**src/rtl/pipeline_hazard_ctrl.sv**
```systemverilog
// -----------------------------------------------------------------------------
// pipeline_hazard_ctrl
//
// Hazard and pipeline-control unit for a five-stage RISC-V core. A private
// shadow of the ID/EX, EX/MEM and MEM/WB control fields is advanced with the
// same enables/flushes this unit drives. From that shadow the unit derives
// the stage enables, bubble insertion and EX-stage forwarding selects, and
// keeps saturating stall/flush counters.
//
// Parameters
//   REG_ADDR_W : register-index width
//   FWD_EN     : 1 = forwarding + load-use stall, 0 = stall on any RAW hazard
//   CNT_W      : performance-counter width
//
// Ports
//   clk, reset (async, active-low)
//   id_*              : decoded fields of the instruction held in IF/ID
//   ex_redirect       : taken branch/jump resolved in EX
//   dmem_ready        : data memory finishes the MEM-stage access this cycle
//   pc_en, ifid_en, idex_en, exmem_en : pipeline register load enables
//   ifid_flush, idex_flush            : bubble insertion into IF/ID, ID/EX
//   memwb_bubble      : MEM/WB entry written this cycle is invalid
//   fwd_a, fwd_b      : 00 = ID/EX value, 10 = EX/MEM result, 01 = MEM/WB result
//   stall_cycles      : saturating count of cycles with pc_en = 0
//   flush_count       : saturating count of redirect flushes
// -----------------------------------------------------------------------------
`timescale 1ns/1ps

module pipeline_hazard_ctrl #(
  parameter int REG_ADDR_W = 5,
  parameter bit FWD_EN     = 1'b1,
  parameter int CNT_W      = 16
) (
  input  logic                  clk,
  input  logic                  reset,
  input  logic                  id_valid,
  input  logic [REG_ADDR_W-1:0] id_rs1,
  input  logic [REG_ADDR_W-1:0] id_rs2,
  input  logic                  id_use_rs1,
  input  logic                  id_use_rs2,
  input  logic [REG_ADDR_W-1:0] id_rd,
  input  logic                  id_regwrite,
  input  logic                  id_memread,
  input  logic                  id_memacc,
  input  logic                  ex_redirect,
  input  logic                  dmem_ready,
  output logic                  pc_en,
  output logic                  ifid_en,
  output logic                  idex_en,
  output logic                  exmem_en,
  output logic                  ifid_flush,
  output logic                  idex_flush,
  output logic                  memwb_bubble,
  output logic [1:0]            fwd_a,
  output logic [1:0]            fwd_b,
  output logic [CNT_W-1:0]      stall_cycles,
  output logic [CNT_W-1:0]      flush_count
);

  typedef struct packed {
    logic                  valid;
    logic [REG_ADDR_W-1:0] rd;
    logic                  regwrite;
    logic                  memread;
    logic                  memacc;
    logic [REG_ADDR_W-1:0] rs1;
    logic [REG_ADDR_W-1:0] rs2;
  } stage_t;

  localparam int                    STAGE_W  = 4 + 3 * REG_ADDR_W;
  localparam stage_t                BUBBLE   = stage_t'({STAGE_W{1'b0}});
  localparam logic [REG_ADDR_W-1:0] REG_ZERO = {REG_ADDR_W{1'b0}};
  localparam logic [CNT_W-1:0]      CNT_MAX  = {CNT_W{1'b1}};
  localparam logic [CNT_W-1:0]      CNT_ONE  = CNT_W'(1'b1);

  // A stage produces register r: valid, writes, not x0, and the index matches.
  function automatic logic writes_to(input stage_t s, input logic [REG_ADDR_W-1:0] r);
    writes_to = s.valid & s.regwrite & (s.rd != REG_ZERO) & (s.rd == r);
  endfunction

  // Youngest producer wins; a load still in EX/MEM has no result yet, so it
  // is skipped (load-use stalling guarantees it is consumed from MEM/WB).
  function automatic logic [1:0] fwd_select(input stage_t ex_s, input stage_t mem_s,
                                            input logic [REG_ADDR_W-1:0] r);
    logic [1:0] sel;
    if (writes_to(ex_s, r) && !ex_s.memread) begin
      sel = 2'b10;
    end else if (writes_to(mem_s, r)) begin
      sel = 2'b01;
    end else begin
      sel = 2'b00;
    end
    return sel;
  endfunction

  stage_t           idex_r, exmem_r, memwb_r;
  stage_t           id_stage_s, idex_nxt_s, exmem_nxt_s, memwb_nxt_s;
  logic             src1_s, src2_s;
  logic             mem_stall_s, redirect_s, load_use_s, raw_any_s;
  logic             data_haz_s, data_stall_s;
  logic [CNT_W-1:0] stall_cnt_r, flush_cnt_r;

  // Shadow entry for the ID instruction. An unused source is recorded as x0,
  // which can never match a producer, so later stages need no use flags.
  always_comb begin
    id_stage_s = BUBBLE;
    if (id_valid) begin
      id_stage_s.valid    = 1'b1;
      id_stage_s.rd       = id_rd;
      id_stage_s.regwrite = id_regwrite;
      id_stage_s.memread  = id_memread;
      id_stage_s.memacc   = id_memacc;
      id_stage_s.rs1      = id_use_rs1 ? id_rs1 : REG_ZERO;
      id_stage_s.rs2      = id_use_rs2 ? id_rs2 : REG_ZERO;
    end else begin
      id_stage_s = BUBBLE;
    end
  end

  // Hazard detection and priority: memory stall > redirect > data stall.
  always_comb begin
    src1_s      = id_valid & id_use_rs1;
    src2_s      = id_valid & id_use_rs2;
    mem_stall_s = exmem_r.valid & exmem_r.memacc & ~dmem_ready;
    redirect_s  = ex_redirect & ~mem_stall_s;
    load_use_s  = idex_r.memread &
                  ((src1_s & writes_to(idex_r, id_rs1)) |
                   (src2_s & writes_to(idex_r, id_rs2)));
    // Without write-through, a MEM/WB producer must also be waited out.
    raw_any_s   = (src1_s & (writes_to(idex_r, id_rs1) | writes_to(exmem_r, id_rs1) |
                             writes_to(memwb_r, id_rs1))) |
                  (src2_s & (writes_to(idex_r, id_rs2) | writes_to(exmem_r, id_rs2) |
                             writes_to(memwb_r, id_rs2)));
    if (FWD_EN) begin
      data_haz_s = load_use_s;
    end else begin
      data_haz_s = raw_any_s;
    end
    data_stall_s = data_haz_s & ~mem_stall_s & ~redirect_s;
  end

  // Enables, flushes and forwarding selects.
  always_comb begin
    pc_en        = 1'b1;
    ifid_en      = 1'b1;
    idex_en      = 1'b1;
    exmem_en     = 1'b1;
    ifid_flush   = 1'b0;
    idex_flush   = 1'b0;
    memwb_bubble = 1'b0;
    if (FWD_EN) begin
      fwd_a = fwd_select(exmem_r, memwb_r, idex_r.rs1);
      fwd_b = fwd_select(exmem_r, memwb_r, idex_r.rs2);
    end else begin
      fwd_a = 2'b00;
      fwd_b = 2'b00;
    end
    if (mem_stall_s) begin
      // EX stays frozen, so a pending redirect is simply re-presented later.
      pc_en        = 1'b0;
      ifid_en      = 1'b0;
      idex_en      = 1'b0;
      exmem_en     = 1'b0;
      memwb_bubble = 1'b1;
    end else if (redirect_s) begin
      ifid_flush = 1'b1;
      idex_flush = 1'b1;
    end else if (data_stall_s) begin
      pc_en      = 1'b0;
      ifid_en    = 1'b0;
      idex_flush = 1'b1;
    end else begin
      pc_en = 1'b1;
    end
  end

  // Next shadow contents, following the enables/flushes driven above.
  always_comb begin
    idex_nxt_s  = idex_r;
    exmem_nxt_s = exmem_r;
    memwb_nxt_s = memwb_r;
    if (mem_stall_s) begin
      memwb_nxt_s = BUBBLE;
    end else begin
      memwb_nxt_s = exmem_r;
      exmem_nxt_s = idex_r;
      if (idex_flush) begin
        idex_nxt_s = BUBBLE;
      end else begin
        idex_nxt_s = id_stage_s;
      end
    end
  end

  // Shadow pipeline registers.
  always_ff @(posedge clk or negedge reset) begin
    if (!reset) begin
      idex_r  <= BUBBLE;
      exmem_r <= BUBBLE;
      memwb_r <= BUBBLE;
    end else begin
      idex_r  <= idex_nxt_s;
      exmem_r <= exmem_nxt_s;
      memwb_r <= memwb_nxt_s;
    end
  end

  // Saturating performance counters.
  always_ff @(posedge clk or negedge reset) begin
    if (!reset) begin
      stall_cnt_r <= {CNT_W{1'b0}};
      flush_cnt_r <= {CNT_W{1'b0}};
    end else begin
      if (!pc_en && (stall_cnt_r != CNT_MAX)) begin
        stall_cnt_r <= stall_cnt_r + CNT_ONE;
      end else begin
        stall_cnt_r <= stall_cnt_r;
      end
      if (redirect_s && (flush_cnt_r != CNT_MAX)) begin
        flush_cnt_r <= flush_cnt_r + CNT_ONE;
      end else begin
        flush_cnt_r <= flush_cnt_r;
      end
    end
  end

  assign stall_cycles = stall_cnt_r;
  assign flush_count  = flush_cnt_r;

endmodule
```
**config.mk**
```make
export PLATFORM = sky130hd
export DESIGN_NAME = pipeline_hazard_ctrl
export DESIGN_NICKNAME = d
export VERILOG_FILES = /design/src/rtl/pipeline_hazard_ctrl.sv
export SDC_FILE = /design/constraint.sdc
export NUM_CORES = 1
export LEC_CHECK = 0
export ABC_AREA = 1
export ABC_CLOCK_PERIOD_IN_PS = 6900
export CORE_UTILIZATION = 57
export CTS_CLUSTER_DIAMETER = 60
export CTS_CLUSTER_SIZE = 24
export DETAILED_ROUTE_END_ITERATION = 10
export PLACE_DENSITY = 0.87
export SLEW_MARGIN = 20
export SYNTH_ARGS = -nofsm -noshare
export SYNTH_HDL_FRONTEND = slang
export SYNTH_SLANG_ARGS = --single-unit
```
**constraint.sdc**
```tcl
create_clock -name clk -period 6.9 [get_ports clk]
set_clock_uncertainty 0.15 [all_clocks]
set_input_delay 2.07 -clock clk [delete_from_list [all_inputs] [get_ports clk]]
set_output_delay 2.07 -clock clk [all_outputs]
set_load 0.05 [all_outputs]
```
==> impl_results.md, run 1 <==
- First-pass detailed-route iteration total: 8
- Hold_buf cts: 0
- Failing checks: design-rule violations
- Clock latency on the worst-skew pair: 0.35 ns
- Unrepaired setup endpoints after global routing: no
- Ys flop type: dfrtp_1
- Routed Antenna Nets: 0
- Final period utilization: 87.7%
- Setup violations, final: 0
- IO Count: 68
- Detailed Route Iter0 Violations: 223
- Setup TNS: 0 ns
- Ys Warns: 0
- Die height: 82.8 um
- Post-route cell area: 4640 um^2
- Avg Cell Area, Syn: 7.73 um^2
- Clock power frac: 31.4%
- Routed vias/inst: 5.27
- GR Util met3: 6.23%
- GR Layer Usage met1: 37.2%
- Power per Cell Area: 226 nW/um^2
- CTS tree: built
- Critical Path End Type: primary output
- GR peak layer: met2
- Hpwl dp: 6.11 mm
- Row Count: 29
- Area Overhead vs Synth: 24.8%
- Htree depth: 3
- Async set-reset flop share out of synthesis: 100%
- Sequential share of power: 44.4%
- Layout cell share with drive strength beyond 1: 6.67%
- Combinational share of power: 24.2%
- Buffers plus inverters on the worst setup path: 5
- Core area: 6310 um^2
- Status: finished with violations
- Initial antenna violation count: 0
- Clk sinks: 67
- Filler cell count: 497
- Number of global-route vias before repair: 3029
- Worst path cell trace: clkdlybuf4s50_1, nor2_1, nand2_2, buf_4, inv_1, nor2_2, inv_1, nand2_1, buf_12
- Setup CP Type: in -> out
- Internal power: 0.693 mW
- Slew headroom: 44.6%
- Post-route minimum period: 6.05 ns
- Highest clock rate: 0.165 GHz
- Crit-path max cell delay: 0.46 ns
- Clock-pin transition on the worst setup and hold timing paths: 0.07 ns
- Overall routing resource usage: 26.7%
- Crit Path Max Fanout: 23
- Remaining DRCs: 2
- Post-Syn Nets: 508
- Final WL: 8.57 mm
- Nets@finish: 577
- Most common cell after layout, fill and taps aside: nand2_1
- Type of the worst min-delay path: reg -> reg
- Static leakage: 2.24 nW
- # resized after CTS: 0
- Switch Pwr: 0.355 mW
- Worst Path Required: 4.68 ns
- Routability cong.: 0.894
- CP top delay family: buffers and inverters
- Final Max Slew Viols: 0
- Area of placed instances: 4440 um^2
- CTS Buf Count: 9
- WHS: 0.306 ns
- Via count: 3332
- Synthesis-stage register bit count: 67
- Clock root buffer master: clkbuf_8
- Final setup margin: 0.849 ns
- CP max stage cell: clkdlybuf4s50_1
- # diodes: 0
- Largest net degree at the start of global routing: 68
- Peak VDD IR: 0.293 mV
- First-pass GRT wire length: 13.6 mm
- Sw frac: 33.9%
- Distinct cells, synth: 31
- Critical path launch point type: primary input
- Mapped cell area: 3720 um^2
- Die area: 6850 um^2
- # Post-CTS Setup Buffers: 0
- CTS max path bufs: 2
- Arrival time of the worst setup path: 3.83 ns
- Number of flops mapped to enable cells by yosys: 0
- Worst Tran Pin Value: 0.832 ns
- Wirelength per Cell: 13.6 um
- Register area share after synthesis: 45.1%
- Final hold violation count: 0
- Place WS: 0.896 ns
- Synth Instances: 481
- Initial Util: 58.9%
- Overflow after GRT: 0
- Max_cap viols: 0
- IO buf count: 67
- CP dominant cell by count: inv_1
- Width of the die: 82.8 um
- Met2 Track Usage GR: 40.9%
- Commonest cells after routing, fill and taps aside: nand2_1 (137), dfrtp_1 (67), inv_1 (64), clkdlybuf4s50_1 (61), nand3_1 (38)
[cells by family after synthesis]
kind of cell	Yosys count	synth area share (%)
compound gates	38	5.45
xor+xnor	43	10.1
fa+ha+maj	2	0.673
buf+inv	78	8.51
flops	67	45.1
simple gates	253	30.1
[stage by stage]
stage	utilization, %	power (mW)	cells
after CTS	73.5	1.05	632
after global routing	73.5	1.10	632
after floorplan	-	0.627	481
after global placement	70.3	0.717	616
after detailed placement	70.3	0.724	616
final	73.5	1.05	632
[registers in the layout, indices dropped and copies added (netlist names)]
register / flops
memwb_r: 7
exmem_r: 9
idex_r: 19
flush_count: 16
stall_cycles: 16
[synth_stat cells (2+ instances only)]
library cell / count / area (um^2)
a21oi_1: 4 / 20.0
buf_2: 7 / 35.0
buf_4: 2 / 15.0
clkbuf_1: 2 / 7.51
dfrtp_1: 67 / 1680
ha_1: 2 / 25.0
inv_1: 64 / 240
nand2_1: 137 / 514
nand2_2: 4 / 25.0
nand3_1: 38 / 190
nand3b_1: 4 / 30.0
nand4_1: 12 / 75.1
nor2_1: 37 / 139
nor3_1: 12 / 60.1
nor4_1: 2 / 12.5
o21ai_0: 27 / 135
o22ai_1: 5 / 31.3
xnor2_1: 19 / 166
xor2_1: 24 / 210
[power groups by stage]
stage / Combinational, mW / Clock [mW] / Sequential [mW]
after CTS: 0.254 / 0.335 / 0.464
after floorplan: 0.0809 / 0 / 0.546
after global placement: 0.248 / 0 / 0.468
after detailed placement: 0.253 / 0 / 0.470
final: 0.254 / 0.329 / 0.465
after global routing: 0.275 / 0.351 / 0.470
[cell type report]
type | instances | area (um^2) | share of cell area, %
flip-flops and latches | 67 | 1680 | 36.1
repair buffers | 71 | 696 | 15.0
clock inverters | 6 | 65.1 | 1.40
multi-input cells | 336 | 1730 | 37.2
inverters | 65 | 244 | 5.26
well taps | 77 | 96.3 | 2.08
clock buffers | 10 | 138 | 2.97
[routing by layer]
| layer | vias to the layer above | part of all wire (%) |
|---|---|---|
| li1 | 1648 | - |
| met1 | 1548 | 47 |
| met2 | 122 | 45 |
| met3 | 14 | 6.3 |
| met4 | 0 | 1.5 |
| met5 | - | 0 |
[tightest hold or removal path, cell delays in order, from the launching register on]
cell	delay, ns
dfrtp_1	0.32
inv_1	0.05
nand2_1	0.06
[final timing paths]
check | to | cells after the start | startpoint | slack, ns
worst max-delay path | idex_flush | 9 | dmem_ready | 0.85
min in group asynchronous | idex_r[13] | 2 | reset | 1.74
max in group asynchronous | flush_count[15] | 2 | reset | 4.29
worst min-delay path | exmem_r[10] | 2 | idex_r[10] | 0.31
worst min register to register | exmem_r[10] | 2 | idex_r[10] | 0.31
worst max register to register | flush_count[12] | 10 | exmem_r[10] | 4.66
(Power assumes the default switching activity.)
==> run 2: changes to the inputs <==
--- a/config.mk
+++ b/config.mk
@@ -7,11 +7,14 @@
 export LEC_CHECK = 0
 export ABC_AREA = 1
 export ABC_CLOCK_PERIOD_IN_PS = 6900
+export CORE_ASPECT_RATIO = 1.1
 export CORE_UTILIZATION = 57
 export CTS_CLUSTER_DIAMETER = 60
 export CTS_CLUSTER_SIZE = 24
 export DETAILED_ROUTE_END_ITERATION = 10
 export PLACE_DENSITY = 0.87
+export RECOVER_POWER = 25
+export REMOVE_ABC_BUFFERS = 1
 export SLEW_MARGIN = 20
 export SYNTH_ARGS = -nofsm -noshare
 export SYNTH_HDL_FRONTEND = slang
==> impl_results.md, run 2 (synthesized netlist as in run 1, its figures left out) <==
- DP Cell Count: 619 (+0.49%)
- Max_cap viols: 1 (+1)
- # Post-CTS Setup Buffers: 0 (unchanged)
- Crit-path max cell delay: 0.56 ns (+0.10 ns)
- Clk sinks: 67 (unchanged)
- Reg2Reg Depth: 11 (+1)
- Unrepaired setup endpoints after global routing: no
- Routed Antenna Nets: 0 (unchanged)
- Final period utilization: 87.8% (about the same)
- Htree depth: 3 (unchanged)
- Detailed Route Iter0 Violations: 190 (-15%)
- WHS Path Cells: 2 (unchanged)
- Layout cell share with drive strength beyond 1: 6.13% (-0.54 points)
- Die area: 6850 um^2 (about the same)
- CTS Buf Count: 9 (unchanged)
- Buffers plus inverters on the worst setup path: 2 (-3)
- Internal power: 0.693 mW (about the same)
- Via count: 3401 (+2.1%)
- Final hold violation count: 0 (unchanged)
- # diodes: 0 (unchanged)
- Area of placed instances: 4440 um^2 (about the same)
- IO buf count: 67 (unchanged)
- First-pass detailed-route iteration total: 5 (-3)
- Routed vias/inst: 5.36 (+1.6%)
- Clock latency on the worst-skew pair: 0.34 ns (about the same)
- Die height: 86.7 um (+4.8%)
- Worst Tran Pin Value: 3.50 ns (+2.66 ns)
- Arrival time of the worst setup path: 3.84 ns (about the same)
- Commonest cells after routing, fill and taps aside: nand2_1 (137), dfrtp_1 (67), inv_1 (64), clkdlybuf4s50_1 (60), nand3_1 (38)
- Overflow after GRT: 0 (unchanged)
- Clock power frac: 31.1% (-0.3 points)
- Combinational share of power: 24.3% (about the same)
- Sequential share of power: 44.6% (+0.2 points)
- Post-route minimum period: 6.06 ns (+0.00446 ns)
- CTS max path bufs: 2 (unchanged)
- Fin util: 74.4% (+0.85 points)
- Pwr Total: 1.04 mW (-0.61%)
- Wirelength per Cell: 13.5 um (-0.53%)
- Switch Pwr: 0.349 mW (-1.7%)
- Failing checks: max-capacitance violations, max-slew violations
- Power per Cell Area: 225 nW/um^2 (-0.45%)
- Worst path cell trace: dlygate4sd3_1, nor2_1, nand2_2, nand4_1, nor2_1, nand2_1, nand2_1, buf_12
- Setup violations, final: 0 (unchanged)
- Initial antenna violation count: 0 (unchanged)
- Row Count: 30 (+3.4%)
- Routability cong.: 0.913 (+2.2%)
- Max reg flops: 19 (unchanged)
- Final WL: 8.56 mm (about the same)
- CP top delay family: simple AND/OR/NAND/NOR gates
- WP depth: 8 (-1)
- CTS tree: built
- Highest clock rate: 0.165 GHz (about the same)
- Most common cell after layout, fill and taps aside: nand2_1
- CP max stage cell: dlygate4sd3_1
- Critical Path End Type: primary output
- # resized after CTS: 0 (unchanged)
- Largest net degree at the start of global routing: 68 (unchanged)
- Area Overhead vs Synth: 24.6%
- Slew headroom: -133% (-180 points)
- Final Max Slew Viols: 68 (+68)
- Width of the die: 79.0 um (-4.5%)
- Filler cell count: 487 (-2.0%)
- Critical path launch point type: primary input
- Post-route cell area: 4630 um^2 (-0.16%)
- Type of the worst min-delay path: reg -> reg
- Worst Path Required: 4.68 ns (about the same)
- Status: finished with violations
- Crit Path Max Fanout: 16 (-30%)
- Clock-pin transition on the worst setup and hold timing paths: 0.07 ns (about the same)
- Hold_buf cts: 0 (unchanged)
- Nets@finish: 577 (unchanged)
- First-pass GRT wire length: 14.6 mm (+7.6%)
- Setup CP Type: in -> out
- Final Non-Filler Cells: 635 (+0.47%)
- Initial Util: 59.7% (+0.78 points)
- Sw frac: 33.5% (-0.36 points)
- Setup TNS: 0 ns (unchanged)
- Clock root buffer master: clkbuf_8
- Core area: 6230 um^2 (-1.3%)
- Peak VDD IR: 0.198 mV (-32%)
- Static leakage: 2.22 nW (-0.58%)
- Number of global-route vias before repair: 3161 (+4.4%)
- IO Count: 68 (unchanged)
- Remaining DRCs: 0 (-2)
- Hpwl dp: 6.31 mm (+3.2%)
- Overall routing resource usage: 27.6% (+0.87 points)
- Flop-to-flop setup slack: 4.89 ns (+0.23 ns)
- Largest reg by FF count: idex_r
==> run 2: stage by stage <==
stage               worst slack, ns  hold WS, ns
floorplan                   -0.0133        0.270
global placement              0.909        0.285
detailed placement            0.881        0.285
CTS                           0.877        0.317
global route                  0.666        0.341
finish                        0.845        0.307
==> run 2: power groups by stage <==
stage	logic [mW]	clock network [mW]	registers, mW
floorplan	0.0792	0	0.546
global placement	0.248	0	0.469
detailed placement	0.254	0	0.470
CTS	0.255	0.331	0.464
global route	0.273	0.348	0.470
finish	0.253	0.324	0.465
==> run 2: worst paths after layout <==
kind / endpoint / start
hold / removal: exmem_r[10] / idex_r[10]
max in group asynchronous: stall_cycles[9] / reset
setup / recovery: idex_flush / dmem_ready
setup reg to reg: stall_cycles[5] / exmem_r[10]
hold reg to reg: exmem_r[10] / idex_r[10]
min in group asynchronous: idex_r[13] / reset
==> run 2: routing by layer <==
layer / GRT usage, % / wire (um) / vias to the layer above
met4: 10.4 / 161 / 0
li1: - / - / 1654
met5: 0 / 0 / -
met3: 5.16 / 453 / 17
met2: 44.9 / 4110 / 112
met1: 36.6 / 3830 / 1618
==> run 2: area by class of cell <==
class / count / area (um^2) / share of cell area [%]
Clock buffer: 12 / 145 / 3.13
Multi-Input combinational cell: 336 / 1730 / 37.2
Sequential cell: 67 / 1680 / 36.2
Inverter: 65 / 244 / 5.27
Clock inverter: 4 / 50.0 / 1.08
Timing Repair Buffer: 71 / 692 / 14.9
Tap cell: 80 / 100 / 2.16
==> run 2: worst min-delay path: cells and delay by family (launching register included) <==
family	cells	cell delay, ns
buffers and inverters	1	0.05
and+or+nand+nor	1	0.05
DFF	1	0.33
==> run 3: changes to the inputs <==
--- a/config.mk
+++ b/config.mk
@@ -8,14 +8,16 @@
 export ABC_AREA = 1
 export ABC_CLOCK_PERIOD_IN_PS = 6900
 export CORE_ASPECT_RATIO = 1.1
-export CORE_UTILIZATION = 57
+export CORE_UTILIZATION = 68
 export CTS_CLUSTER_DIAMETER = 60
 export CTS_CLUSTER_SIZE = 24
 export DETAILED_ROUTE_END_ITERATION = 10
-export PLACE_DENSITY = 0.87
+export DONT_BUFFER_PORTS = 1
+export PLACE_DENSITY = 0.85
 export RECOVER_POWER = 25
 export REMOVE_ABC_BUFFERS = 1
 export SLEW_MARGIN = 20
 export SYNTH_ARGS = -nofsm -noshare
 export SYNTH_HDL_FRONTEND = slang
 export SYNTH_SLANG_ARGS = --single-unit
+export TNS_END_PERCENT = 50
==> impl_results.md, run 3 (synthesized netlist as in run 1, its figures left out) <==
- Max_cap viols: 0 (-1)
- Width of the die: 72.5 um (-8.2%)
- Routed Antenna Nets: 0 (unchanged)
- Initial antenna violation count: 0 (unchanged)
- Static leakage: 1.99 nW (-10%)
- Overall routing resource usage: 31.5% (+3.9 points)
- Highest clock rate: 0.172 GHz (+4.3%)
- Area occupied by multi-input gates: 1740 um^2 (+0.73%)
- Switch Pwr: 0.331 mW (-5.2%)
- # resized after CTS: 0 (unchanged)
- CTS max path bufs: 2 (unchanged)
- Pwr Total: 0.965 mW (-7.4%)
- Filler cell count: 369 (-24%)
- Min-Delay Endpoint: exmem_r[18]
- Final Max Slew Viols: 0 (-100%)
- # Post-CTS Setup Buffers: 0 (unchanged)
- Internal power: 0.634 mW (-8.4%)
- Row Count: 27 (-10%)
- CTS tree: built
- Die area: 5770 um^2 (-16%)
- IO Count: 68 (unchanged)
- Via count: 3192 (-6.1%)
- Peak VDD IR: 0.205 mV (+3.5%)
- Crit Path Max Fanout: 30 (+14)
- Number of global-route vias before repair: 3052 (-3.4%)
- Remaining DRCs: 0 (unchanged)
- Final period utilization: 84.2% (-3.6 points)
- Final WL: 8.11 mm (-5.3%)
- First-pass detailed-route iteration total: 5 (unchanged)
- Largest net degree at the start of global routing: 68 (unchanged)
- # diodes: 0 (unchanged)
- Setup violations, final: 0 (unchanged)
- Worst Path Required: 4.68 ns (about the same)
- Commonest cells after routing, fill and taps aside: nand2_1 (137), dfrtp_1 (67), inv_1 (64), nand3_1 (38), nor2_1 (37)
- Routability cong.: 0.923 (+1.1%)
- Htree depth: 3 (unchanged)
- Clock power frac: 32.4% (+1.3 points)
- Largest reg by FF count: idex_r
- Final hold violation count: 0 (unchanged)
- Worst Tran Pin Value: 1.02 ns (-2.48 ns)
- Nets@finish: 513 (-11%)
- CTS Buf Count: 9 (unchanged)
- First-pass GRT wire length: 13.8 mm (-5.7%)
- WHS: 0.356 ns (+0.0482 ns)
- Wirelength per Cell: 14.4 um (+6.8%)
- Hold_buf cts: 0 (unchanged)
- Clk sinks: 67 (unchanged)
- Hpwl dp: 5.75 mm (-8.8%)
- Critical path launch point type: primary input
- Clock-pin transition on the worst setup and hold timing paths: 0.07 ns (about the same)
- WHS Path Cells: 1 (-1)
- Area Overhead vs Synth: 7.71%
- Clock root buffer master: clkbuf_8
- Combinational share of power: 10.5% (-14 points)
- Clock latency on the worst-skew pair: 0.34 ns (about the same)
- Most common cell after layout, fill and taps aside: nand2_1
- Post-route minimum period: 5.81 ns (-0.248 ns)
- Register area: 1680 um^2 (unchanged)
- Initial Util: 72.4% (+13 points)
- Critical Path End Type: primary output
- Reg2reg end: flush_count[5]
- Routed vias/inst: 5.67 (+5.9%)
- Sw frac: 34.3% (+0.77 points)
- Reg2Reg Depth: 11 (unchanged)
- Setup CP Type: in -> out
- Hold path startpoint: idex_r[18]
- Unrepaired setup endpoints after global routing: no
- Detailed Route Iter0 Violations: 299 (+57%)
- Layout cell share with drive strength beyond 1: 6.92% (+0.80 points)
- Overflow after GRT: 0 (unchanged)
- Die height: 79.6 um (-8.2%)
- Status: finished clean
- Flop-to-flop setup slack: 4.14 ns (-0.75 ns)
- Slew headroom: 31.8% (+160 points)
- Sequential share of power: 57.1% (+13 points)
- IO buf count: 0 (-100%)
- Arrival time of the worst setup path: 3.59 ns (-0.25 ns)
- Type of the worst min-delay path: reg -> reg
- Reg-to-Reg Start: exmem_r[10]
- Max reg flops: 19 (unchanged)
- Power per Cell Area: 241 nW/um^2 (+7.2%)
- Core area: 5130 um^2 (-18%)
run 3: cell count changes in the layout (fill, tap and decap cells not counted), sizes merged:
cell / before / now
bufinv: 1 / 0
buf: 9 / 7
clkinvlp: 2 / 0
dlygate4sd3: 1 / 0
clkbuf: 13 / 15
clkdlybuf4s50: 60 / 0
run 3: power by group through the flow:
stage                     logic (mW)  clock network [mW]  registers (mW)
after floorplan               0.0792                   0           0.546
after global placement        0.0922                   0           0.556
after detailed placement      0.0994                   0           0.558
after CTS                      0.101               0.316           0.551
after global routing           0.115               0.334           0.556
final                          0.101               0.313           0.551
run 3: worst max path at each step:
stage                  to  slack, ns       start  cells past startpoint
2_1_floorplan  idex_flush      -0.01  dmem_ready                      6
3_3_place_gp      ifid_en       1.17  dmem_ready                      8
3_5_place_dp      ifid_en       1.12  dmem_ready                      8
4_1_cts           ifid_en       1.08  dmem_ready                      8
5_1_grt           ifid_en       0.93  dmem_ready                      8
6_report       idex_flush       1.09  dmem_ready                      8
run 3: critical path, stage by stage:
cell,delay (ns)
nor2_1,0.16
nand2_2,0.34
buf_4,0.39
inv_1,0.13
nor2_2,0.05
inv_1,0.14
nand2_1,0.11
buf_12,0.18
run 3: cell type report:
class | instances | area share [%]
Inverter | 65 | 6.09
Clock buffer | 15 | 4.65
Sequential cell | 67 | 41.9
Tap cell | 72 | 2.25
Multi-Input combinational cell | 336 | 43.4
Clock inverter | 1 | 0.125
Timing Repair Buffer | 7 | 1.62
run 3: per-layer routing:
metal,up-vias,part of all wire [%],wire length [um],global-route usage (%)
met5,-,0,0,0
met4,0,2.3,184,14.9
met3,21,6.5,524,8.21
met2,128,48,3870,47.0
met1,1518,44,3530,42.8
li1,1525,-,-,-
run 3: stage by stage:
stage	area, um^2	utilization [%]	std cells	worst slack, ns	TNS (ns)
3_5_place_dp	3810	74.3	547	1.12	0
6_report	4010	78.0	563	1.09	0
3_3_place_gp	3810	74.3	547	1.17	0
2_1_floorplan	3650	-	468	-0.0133	-0.0133
4_1_cts	4010	78.0	563	1.08	0
5_1_grt	4010	78.0	563	0.926	0
